[src/rtl/spi_frame_receiver_if.sv]
// Bundle of SPI pins and decoded frame outputs for spi_frame_receiver.
// master = SPI master / frame consumer side, slave = the receiver itself.
interface spi_frame_receiver_if #(
    parameter int FRAME_BITS = 40
);
    logic                  sclk;
    logic                  mosi;
    logic                  cs_n;
    logic [FRAME_BITS-1:0] frame_data;
    logic [7:0]            a_val;
    logic [7:0]            b_val;
    logic [7:0]            acc_val;
    logic [3:0]            pc_val;
    logic [2:0]            state_val;
    logic                  frame_valid;
    logic                  frame_err;
    logic [15:0]           frame_count;
    logic                  busy;

    modport master (
        output sclk, mosi, cs_n,
        input  frame_data, a_val, b_val, acc_val, pc_val, state_val,
        input  frame_valid, frame_err, frame_count, busy
    );

    modport slave (
        input  sclk, mosi, cs_n,
        output frame_data, a_val, b_val, acc_val, pc_val, state_val,
        output frame_valid, frame_err, frame_count, busy
    );
endinterface

[src/rtl/spi_frame_receiver.sv]
// Oversampling SPI slave that receives the SAP-1 40-bit status frame.
// Optional reserved-bit/state validation is enabled with SPI_RX_FORMAT_CHECK_EN.
module spi_frame_receiver #(
    parameter int FRAME_BITS     = 40,
    parameter bit SAMPLE_FALLING = 1'b1
) (
    input  logic                 clk,
    input  logic                 reset,
    spi_frame_receiver_if.slave  bus
);

    typedef enum logic [1:0] {
        IDLE  = 2'd0,
        SHIFT = 2'd1,
        DONE  = 2'd2
    } state_t;

    localparam logic [5:0] FRAME_BITS_W = 6'(FRAME_BITS);

`ifdef SPI_RX_FORMAT_CHECK_EN
    function automatic logic format_ok(input logic [3:0] rsv_hi,
                                       input logic [4:0] rsv_lo,
                                       input logic [2:0] st);
        format_ok = (rsv_hi == 4'd0) && (rsv_lo == 5'd0) && (st <= 3'd5);
    endfunction
`endif

    state_t                state_r, state_next_s;
    logic [2:0]            sclk_sync_r, cs_sync_r;
    logic [1:0]            mosi_sync_r;
    logic [1:0]            settle_r;
    logic [FRAME_BITS-1:0] shreg_r, frame_data_r;
    logic [5:0]            cnt_r;
    logic [15:0]           frame_count_r;
    logic                  frame_valid_r, frame_err_r, busy_r;
    logic                  sclk_edge_s, cs_fall_s, cs_rise_s, frame_ok_s;
    logic                  start_s, accept_s, reject_s, shift_en_s;

    // Input synchronizers; index 1 is the synced value, index 2 the previous one
    always_ff @(posedge clk or posedge reset) begin
        if (reset) begin
            sclk_sync_r <= 3'b000;
            cs_sync_r   <= 3'b111;
            mosi_sync_r <= 2'b00;
            settle_r    <= 2'd0;
        end else begin
            sclk_sync_r <= {sclk_sync_r[1:0], bus.sclk};
            cs_sync_r   <= {cs_sync_r[1:0], bus.cs_n};
            mosi_sync_r <= {mosi_sync_r[0], bus.mosi};
            if (settle_r != 2'd3) begin
                settle_r <= settle_r + 2'd1;
            end
        end
    end

    // A cs_n already low at reset release looks like a falling edge through the
    // reset-valued synchronizer; settle_r masks it so that frame is discarded.
    assign cs_fall_s   = (settle_r == 2'd3) & cs_sync_r[2] & ~cs_sync_r[1];
    assign cs_rise_s   = ~cs_sync_r[2] & cs_sync_r[1];
    assign sclk_edge_s = SAMPLE_FALLING ? (sclk_sync_r[2] & ~sclk_sync_r[1])
                                        : (~sclk_sync_r[2] & sclk_sync_r[1]);
    assign shift_en_s  = (state_r == SHIFT) & sclk_edge_s;

`ifdef SPI_RX_FORMAT_CHECK_EN
    assign frame_ok_s = (cnt_r >= FRAME_BITS_W) &&
                        format_ok(shreg_r[15:12], shreg_r[7:3], shreg_r[2:0]);
`else
    assign frame_ok_s = (cnt_r >= FRAME_BITS_W);
`endif

    // FSM state register
    always_ff @(posedge clk or posedge reset) begin
        if (reset) begin
            state_r <= IDLE;
        end else begin
            state_r <= state_next_s;
        end
    end

    // FSM next-state and frame resolution
    always_comb begin
        state_next_s = state_r;
        start_s      = 1'b0;
        accept_s     = 1'b0;
        reject_s     = 1'b0;
        case (state_r)
            IDLE: begin
                if (cs_fall_s) begin
                    state_next_s = SHIFT;
                    start_s      = 1'b1;
                end else begin
                    state_next_s = IDLE;
                end
            end
            SHIFT: begin
                if (cs_rise_s) begin
                    state_next_s = DONE;
                end else begin
                    state_next_s = SHIFT;
                end
            end
            DONE: begin
                if (frame_ok_s) begin
                    accept_s = 1'b1;
                end else begin
                    reject_s = 1'b1;
                end
                // A new frame starting during DONE goes straight back to SHIFT
                if (cs_fall_s) begin
                    state_next_s = SHIFT;
                    start_s      = 1'b1;
                end else begin
                    state_next_s = IDLE;
                end
            end
            default: begin
                state_next_s = IDLE;
            end
        endcase
    end

    // Shift register and saturating bit counter
    always_ff @(posedge clk or posedge reset) begin
        if (reset) begin
            shreg_r <= '0;
            cnt_r   <= 6'd0;
        end else if (start_s) begin
            shreg_r <= '0;
            cnt_r   <= 6'd0;
        end else if (shift_en_s) begin
            if (cnt_r < FRAME_BITS_W) begin
                shreg_r <= {shreg_r[FRAME_BITS-2:0], mosi_sync_r[1]};
            end
            if (cnt_r != 6'd63) begin
                cnt_r <= cnt_r + 6'd1;
            end
        end
    end

    // Registered frame outputs and strobes
    always_ff @(posedge clk or posedge reset) begin
        if (reset) begin
            frame_data_r  <= '0;
            frame_count_r <= 16'd0;
            frame_valid_r <= 1'b0;
            frame_err_r   <= 1'b0;
            busy_r        <= 1'b0;
        end else begin
            frame_valid_r <= accept_s;
            frame_err_r   <= reject_s;
            busy_r        <= (state_next_s == SHIFT);
            if (accept_s) begin
                frame_data_r  <= shreg_r;
                frame_count_r <= frame_count_r + 16'd1;
            end
        end
    end

    assign bus.frame_data  = frame_data_r;
    assign bus.a_val       = frame_data_r[39:32];
    assign bus.b_val       = frame_data_r[31:24];
    assign bus.acc_val     = frame_data_r[23:16];
    assign bus.pc_val      = frame_data_r[11:8];
    assign bus.state_val   = frame_data_r[2:0];
    assign bus.frame_valid = frame_valid_r;
    assign bus.frame_err   = frame_err_r;
    assign bus.frame_count = frame_count_r;
    assign bus.busy        = busy_r;

endmodule

[src/flat_wrapper.sv]
// flat-port wrapper written by rule: the top's interface ports become plain ports
module spi_frame_receiver_flat 
#(
    parameter int FRAME_BITS     = 40,
    parameter bit SAMPLE_FALLING = 1'b1
)
  (clk, reset, bus_sclk, bus_mosi, bus_cs_n, bus_frame_data, bus_a_val, bus_b_val, bus_acc_val, bus_pc_val, bus_state_val, bus_frame_valid, bus_frame_err, bus_frame_count, bus_busy);
  spi_frame_receiver_if #(.FRAME_BITS(FRAME_BITS)) bus_i ();
  input  logic clk;
  input  logic reset;
  input wire logic [$bits(bus_i.sclk)-1:0] bus_sclk;
  input wire logic [$bits(bus_i.mosi)-1:0] bus_mosi;
  input wire logic [$bits(bus_i.cs_n)-1:0] bus_cs_n;
  output wire logic [$bits(bus_i.frame_data)-1:0] bus_frame_data;
  output wire logic [$bits(bus_i.a_val)-1:0] bus_a_val;
  output wire logic [$bits(bus_i.b_val)-1:0] bus_b_val;
  output wire logic [$bits(bus_i.acc_val)-1:0] bus_acc_val;
  output wire logic [$bits(bus_i.pc_val)-1:0] bus_pc_val;
  output wire logic [$bits(bus_i.state_val)-1:0] bus_state_val;
  output wire logic [$bits(bus_i.frame_valid)-1:0] bus_frame_valid;
  output wire logic [$bits(bus_i.frame_err)-1:0] bus_frame_err;
  output wire logic [$bits(bus_i.frame_count)-1:0] bus_frame_count;
  output wire logic [$bits(bus_i.busy)-1:0] bus_busy;
  assign bus_i.sclk = bus_sclk;
  assign bus_i.mosi = bus_mosi;
  assign bus_i.cs_n = bus_cs_n;
  assign bus_frame_data = bus_i.frame_data;
  assign bus_a_val = bus_i.a_val;
  assign bus_b_val = bus_i.b_val;
  assign bus_acc_val = bus_i.acc_val;
  assign bus_pc_val = bus_i.pc_val;
  assign bus_state_val = bus_i.state_val;
  assign bus_frame_valid = bus_i.frame_valid;
  assign bus_frame_err = bus_i.frame_err;
  assign bus_frame_count = bus_i.frame_count;
  assign bus_busy = bus_i.busy;
  spi_frame_receiver #(.FRAME_BITS(FRAME_BITS), .SAMPLE_FALLING(SAMPLE_FALLING)) u_core (.clk(clk), .reset(reset), .bus(bus_i));
endmodule
[config.mk]
export PLATFORM = sky130hd
export DESIGN_NAME = spi_frame_receiver_flat
export DESIGN_NICKNAME = d
export VERILOG_FILES = /design/src/rtl/spi_frame_receiver_if.sv /design/src/rtl/spi_frame_receiver.sv /design/src/flat_wrapper.sv
export SDC_FILE = /design/constraint.sdc
export NUM_CORES = 1
export LEC_CHECK = 0
export CAP_MARGIN = 15
export CORE_ASPECT_RATIO = 0.7
export CORE_MARGIN = 5
export CORE_UTILIZATION = 51
export CTS_CLUSTER_DIAMETER = 100
export DETAILED_ROUTE_END_ITERATION = 12
export GPL_TIMING_DRIVEN = 0
export PLACE_DENSITY = 0.8
export RECOVER_POWER = 25
export SYNTH_ARGS = -nofsm -noshare
export SYNTH_HDL_FRONTEND = slang
export SYNTH_SLANG_ARGS = --single-unit
export TNS_END_PERCENT = 100
[constraint.sdc]
create_clock -name clk -period 5.1 [get_ports clk]
set_clock_uncertainty 0.1 [all_clocks]
set_input_delay 1.02 -clock clk [delete_from_list [all_inputs] [get_ports clk]]
set_output_delay 1.02 -clock clk [all_outputs]
set_load 0.02 [all_outputs]
After elaboration in Yosys (flattened, before gate mapping)
Index checks and enable logic that the tools add are counted.
Operators by class
  $add $sub $neg: 3
  order comparisons: 2
  equal/unequal tests: 6
  muxes and demuxes: 15
  bitwise gates (word level): 8
  reduce and logical (&&, ||, !) cells: 7
Operators with widths (number)
  $mux W40: 3
  $mux W6: 3
  $add A16 B1 Y16 const B: 1
  $mux W1: 7
  $add A6 B1 Y6 const B: 1
  $ge A6 B6 Y1 const B: 1
  $lt A6 B6 Y1 const B: 1
  $ne A6 B6 Y1 const B: 1
  $reduce_bool A2 Y1: 3
  $and A1 B1 Y1: 5
  $eq A2 B1 Y1 const B: 2
  $eq A2 B2 Y1 const B: 2
  $pmux W2 S2: 1
  $reduce_and A2 Y1: 2
  $not A1 Y1: 3
  $add A2 B1 Y2 const B: 1
  $logic_not A2 Y1: 1
  $mux W2: 1
  $ne A2 B2 Y1 const B: 1
  $reduce_or A2 Y1: 1
Storage, ports and cells
  flip-flop bits (word level): 117
  input bits: 5
  output and inout port bits: 90
  logic and storage cells: 53

Longest topological paths before layout
  word-level depth: 7
  depth in mapped cells: 6
  depth with buffers taken out: 5

Worst setup path before layout
OpenSTA, ideal clock, no wires.
  path type: flip-flop to flip-flop
  start: register u_core.state_r[0]
  end: register u_core.frame_count_r[15] (netlist: u_core.bus.frame_count[15])
  setup time: 0.079 ns
  data arrival time: 1.671 ns
  data required time: 4.921 ns
  path slack: 3.249 ns
  stages on the path, launching flop included: 6
  buffers on the path: 1
  clock period less this slack: 1.851 ns
  cell sequence: dfrtp_1 nand2b_1 or4_1 buf_2 nor4_4 xor2_1
On the way
  cells in the longest elaborated chain, start to end: 2
Ends and longest elaborated chain
  start: declaration: line spi_frame_receiver.sv:28  | state_t state_r, state_next_s;
  start signal: assignment: line spi_frame_receiver.sv:76  | state_r <= state_next_s;
  $eq A2 B2 Y1: line spi_frame_receiver.sv:86  | case (state_r)
  $mux W1: line spi_frame_receiver.sv:86
  end signal: assignment: line spi_frame_receiver.sv:154  | frame_count_r <= frame_count_r + 16'd1;
  end: declaration: line spi_frame_receiver.sv:34  | logic [15:0] frame_count_r;
No other way between the ends.
A chain may end at the register's enable or synchronous reset.

==> run_results.csv <==
group,metric,value,unit
routing,detail_route.vias_per_cell,5.04,
final_layout,commonest_cells_after_routing_fill_and_taps_aside,"114 x sky130_fd_sc_hd__dfrtp_1, 90 x sky130_fd_sc_hd__nand2_1, 90 x sky130_fd_sc_hd__clkdlybuf4s50_1, 42 x sky130_fd_sc_hd__mux2_2, 40 x sky130_fd_sc_hd__a21oi_1",
routing,wire_per_inst,14.8,um
timing,timing.slew.headroom,-33.5,%
power_and_ir_drop,seqPwrFrac,44.9,%
floorplan,row_count,29,
logic_synthesis,biggest_area_contributors_in_the_synthesized_netlist,"sky130_fd_sc_hd__dfrtp_1 59%, sky130_fd_sc_hd__mux2_2 9.9%, sky130_fd_sc_hd__nand2_1 7.0%, sky130_fd_sc_hd__buf_4 4.8%, sky130_fd_sc_hd__a21oi_1 4.2%",
setup_path,reg2regPathDepth,4,
logic_synthesis,post_synth_top_area_cell,"sky130_fd_sc_hd__dfrtp_1",
final_layout,most_common_library_cell_in_the_layout_ignoring_fill_and_taps,"sky130_fd_sc_hd__dfrtp_1",
floorplan,floorplan.core_area,0.00911,sq mm
setup_path,critical_path_peak_fanout,72,
logic_synthesis,synth_fp_nets,423,
setup_path,critical_path_capture_point,"u_core.cnt_r[3]",
grt,grt_first_pass_wirelength,16.7,mm
logic_synthesis,synthCells,414,
grt,antenna_found_initial,0,
setup_path,r2r_setup_slk,2.62,ns
floorplan,initial_utilization,52.7,%
placed_design,port_buffers,94,
logic_synthesis,synth_seq_area_share,61.1,%
setup_path,r2r_end,"u_core.bus.frame_data[31]",
logic_synthesis,synthDistinctLibCells,35,
setup_path,regToRegStartpoint,"u_core.cnt_r[3]",
timing,timing.fmax,0.368,GHz
run_status,violations,"max-capacitance violations, max-slew violations",
logic_synthesis,synth.cell_area,0.00480,sq mm
clock_network,clock_insertion_delay_worst_skew,0.40,ns
timing,grt_setup_unrepaired,"false",
timing,timing_hold_violations_final,0,
power_and_ir_drop,pwr_density_cell,332,mW/mm^2
timing,timing.final.crit_period,2.71,ns
grt,grt_pass1_vias,3246,
placed_design,dp.cells,633,
power_and_ir_drop,p_clk_share,50.7,%
clock_network,clock_tree_from_tritoncts,"done",
clock_network,cts_sinks,117,
setup_path,critical_path_arrival,3.17,ns
floorplan,die_w,126,um
setup_path,path_class,"in2async",
clock_network,hold_buffers,0,
timing,tns,0,ns
grt,grt_use_total,18.3,%
routing,drtIter0Drc,219,
clock_network,root_buffer,"sky130_fd_sc_hd__clkbuf_16",
placed_design,place_congestion,0.750,
clock_network,htree_levels,4,
clock_network,cts_setup_buffers,0,
final_layout,final_net_count,538,
clock_network,worst_setup_hold_path_clk_slew,0.05,ns
power_and_ir_drop,cell_internal_pwr,1.67,mW
timing,timing.final.ws_setup,2.39,ns
final_layout,finalCoreUtilization,71.0,%
clock_network,cts-resized-gates,0,
placed_design,dpl-instance-area,0.00593,sq mm
routing,drt_wl_total,9.87,mm
routing,detail_route.drc_violations,0,
final_layout,postLayoutCellArea,0.00647,sq mm
setup_path,crit_required,5.55,ns
routing,detailed_router_iteration_count_before_antenna_repair,5,
power_and_ir_drop,total_power,2.15,mW
routing,routed_vias,3351,
floorplan,fp.dieArea,0.0115,sq mm
run,timing.max_cap.violations,1,
final_layout,antenna_cells_inserted,0,
setup_path,crit_path_end_kind,"asynchronous set/reset pin",
timing,timing_worst_slew_pin_value,1.99,ns
power_and_ir_drop,swShare,22.5,%
power_and_ir_drop,p_sw,483,uW
floorplan,ioPinCount,95,
timing,final-setup-viol-count,0,
hold_path,min_path_type,"reg2reg",
setup_path,max_stage_delay,1.15,ns
setup_path,critical_path.cell_chain,"dlygate4sd3_1 -> clkinvlp_2 -> buf_16",
timing,holdWs,0.249,ns
power_and_ir_drop,vdd_drop_max,272,uV
placed_design,dp_slack,2.68,ns
grt,grt.overflow.total,0,
timing,final_clock_period_utilization_by_the_worst_path,53.2,%
final_layout,instances_no_fill,665,
placed_design,post-dp-hpwl,6.68,mm
logic_synthesis,synth.avg_cell_area,11.6,sq um
floorplan,die-height,91.2,um
setup_path,slowest_cell_on_crit_path,"sky130_fd_sc_hd__clkinvlp_2",
grt,grt_max_degree,73,
clock_network,cts_inserted_buffers,17,
clock_network,clock_tree.buffer_depth,2,
timing,slew_limit_fails,46,
routing,ant_nets,0,
final_layout,syn_to_final_growth,34.7,%
power_and_ir_drop,comb_power_share,4.4,%
power_and_ir_drop,power.static_leakage,2.95,nW
logic_synthesis,synth_top_area_share,59.4,%
final_layout,drive_gt1_share,20.7,%
setup_path,timing.critical_path.from,"reset",
run_status,outcome,"complete, but fails checks",
logic_synthesis,synth.yosys.warnings,0,
logic_synthesis,postSynthRegisterBits,117,
setup_path,worstSetupStartpointType,"input port",
cells by family after synthesis:
| group | synth area share [%] |
|---|---|
| fa+ha+maj | 1.04 |
| mux | 10.5 |
| flops | 61.1 |
| buf+inv | 6.78 |
| xor+xnor | 3.10 |
| compound gates | 5.55 |
| simple gates | 12.0 |
synthesized netlist by cell type:
cell	instances
sky130_fd_sc_hd__nand2_1	90
sky130_fd_sc_hd__nor3b_1	2
sky130_fd_sc_hd__nor2_1	9
sky130_fd_sc_hd__and2_1	3
sky130_fd_sc_hd__o21a_1	1
sky130_fd_sc_hd__nor4_4	1
sky130_fd_sc_hd__ha_1	4
sky130_fd_sc_hd__clkbuf_1	12
sky130_fd_sc_hd__xor2_1	6
sky130_fd_sc_hd__nor3_1	1
sky130_fd_sc_hd__dfrtp_1	114
sky130_fd_sc_hd__nand2b_1	4
sky130_fd_sc_hd__nand4_1	6
sky130_fd_sc_hd__inv_1	5
sky130_fd_sc_hd__nor4_1	2
sky130_fd_sc_hd__mux2_2	42
sky130_fd_sc_hd__a31oi_1	2
sky130_fd_sc_hd__or4_1	1
sky130_fd_sc_hd__and4bb_2	1
sky130_fd_sc_hd__buf_1	1
sky130_fd_sc_hd__o21ai_0	1
sky130_fd_sc_hd__nor2b_1	1
sky130_fd_sc_hd__buf_2	5
sky130_fd_sc_hd__dfstp_2	3
sky130_fd_sc_hd__or2_2	1
sky130_fd_sc_hd__and3_1	1
sky130_fd_sc_hd__o21bai_1	2
sky130_fd_sc_hd__o21ai_2	1
sky130_fd_sc_hd__mux2i_1	3
sky130_fd_sc_hd__o2bb2ai_1	2
sky130_fd_sc_hd__nand3_1	4
sky130_fd_sc_hd__xnor2_1	11
sky130_fd_sc_hd__and4_1	1
sky130_fd_sc_hd__a21oi_1	40
sky130_fd_sc_hd__buf_4	31
routing by layer:
layer / share of wire, % / track usage [%]
met1: 44 / 25.0
met2: 47 / 27.6
met5: 0 / 0
met3: 7.5 / 6.92
met4: 0.92 / 5.18
worst min path at each step:
stage,start,to,slack (ns),depth (start not counted)
after floorplan,u_core.mosi_sync_r[0],u_core.mosi_sync_r[1],0.23,0
after global placement,u_core.mosi_sync_r[0],u_core.mosi_sync_r[1],0.23,0
after detailed placement,u_core.mosi_sync_r[0],u_core.mosi_sync_r[1],0.24,0
after CTS,u_core.mosi_sync_r[0],u_core.mosi_sync_r[1],0.25,0
after global routing,u_core.mosi_sync_r[0],u_core.mosi_sync_r[1],0.27,0
final,u_core.mosi_sync_r[0],u_core.mosi_sync_r[1],0.25,0
power by group through the flow:
stage	clock, mW	sequential (mW)	combinational (mW)
after CTS	1.10	0.966	0.0971
after global placement	0	0.980	0.0886
after detailed placement	0	0.981	0.0964
final	1.09	0.966	0.0940
after global routing	1.16	0.968	0.108
after floorplan	0	0.980	0.0629
flip-flops by register name (all words and copies together) (netlist names):
name and cells:
u_core.bus.frame_count 16, u_core.bus.frame_err 1, u_core.state_r 2, u_core.bus.busy 1
u_core.cnt_r 6, u_core.cs_sync_r 3, u_core.settle_r 2, u_core.mosi_sync_r 2
u_core.bus.frame_valid 1, u_core.bus.frame_data 40, u_core.shreg_r 40, u_core.sclk_sync_r 3
critical path: cells and delay by family:
| family | cells | cell delay [ns] |
|---|---|---|
| buf+inv | 3 | 2.07 |
layout make-up:
cell class                 count  area [sq um]
buffer                        49           305
clock buffer                  22           464
clock inverter                 9          80.1
fill                         623          2640
inverter                       5          20.0
multi-input combinational    243          1540
sequential                   117          2930
tap                          124           155
timing repair buffer          96           972
(Power assumes the default switching activity.)
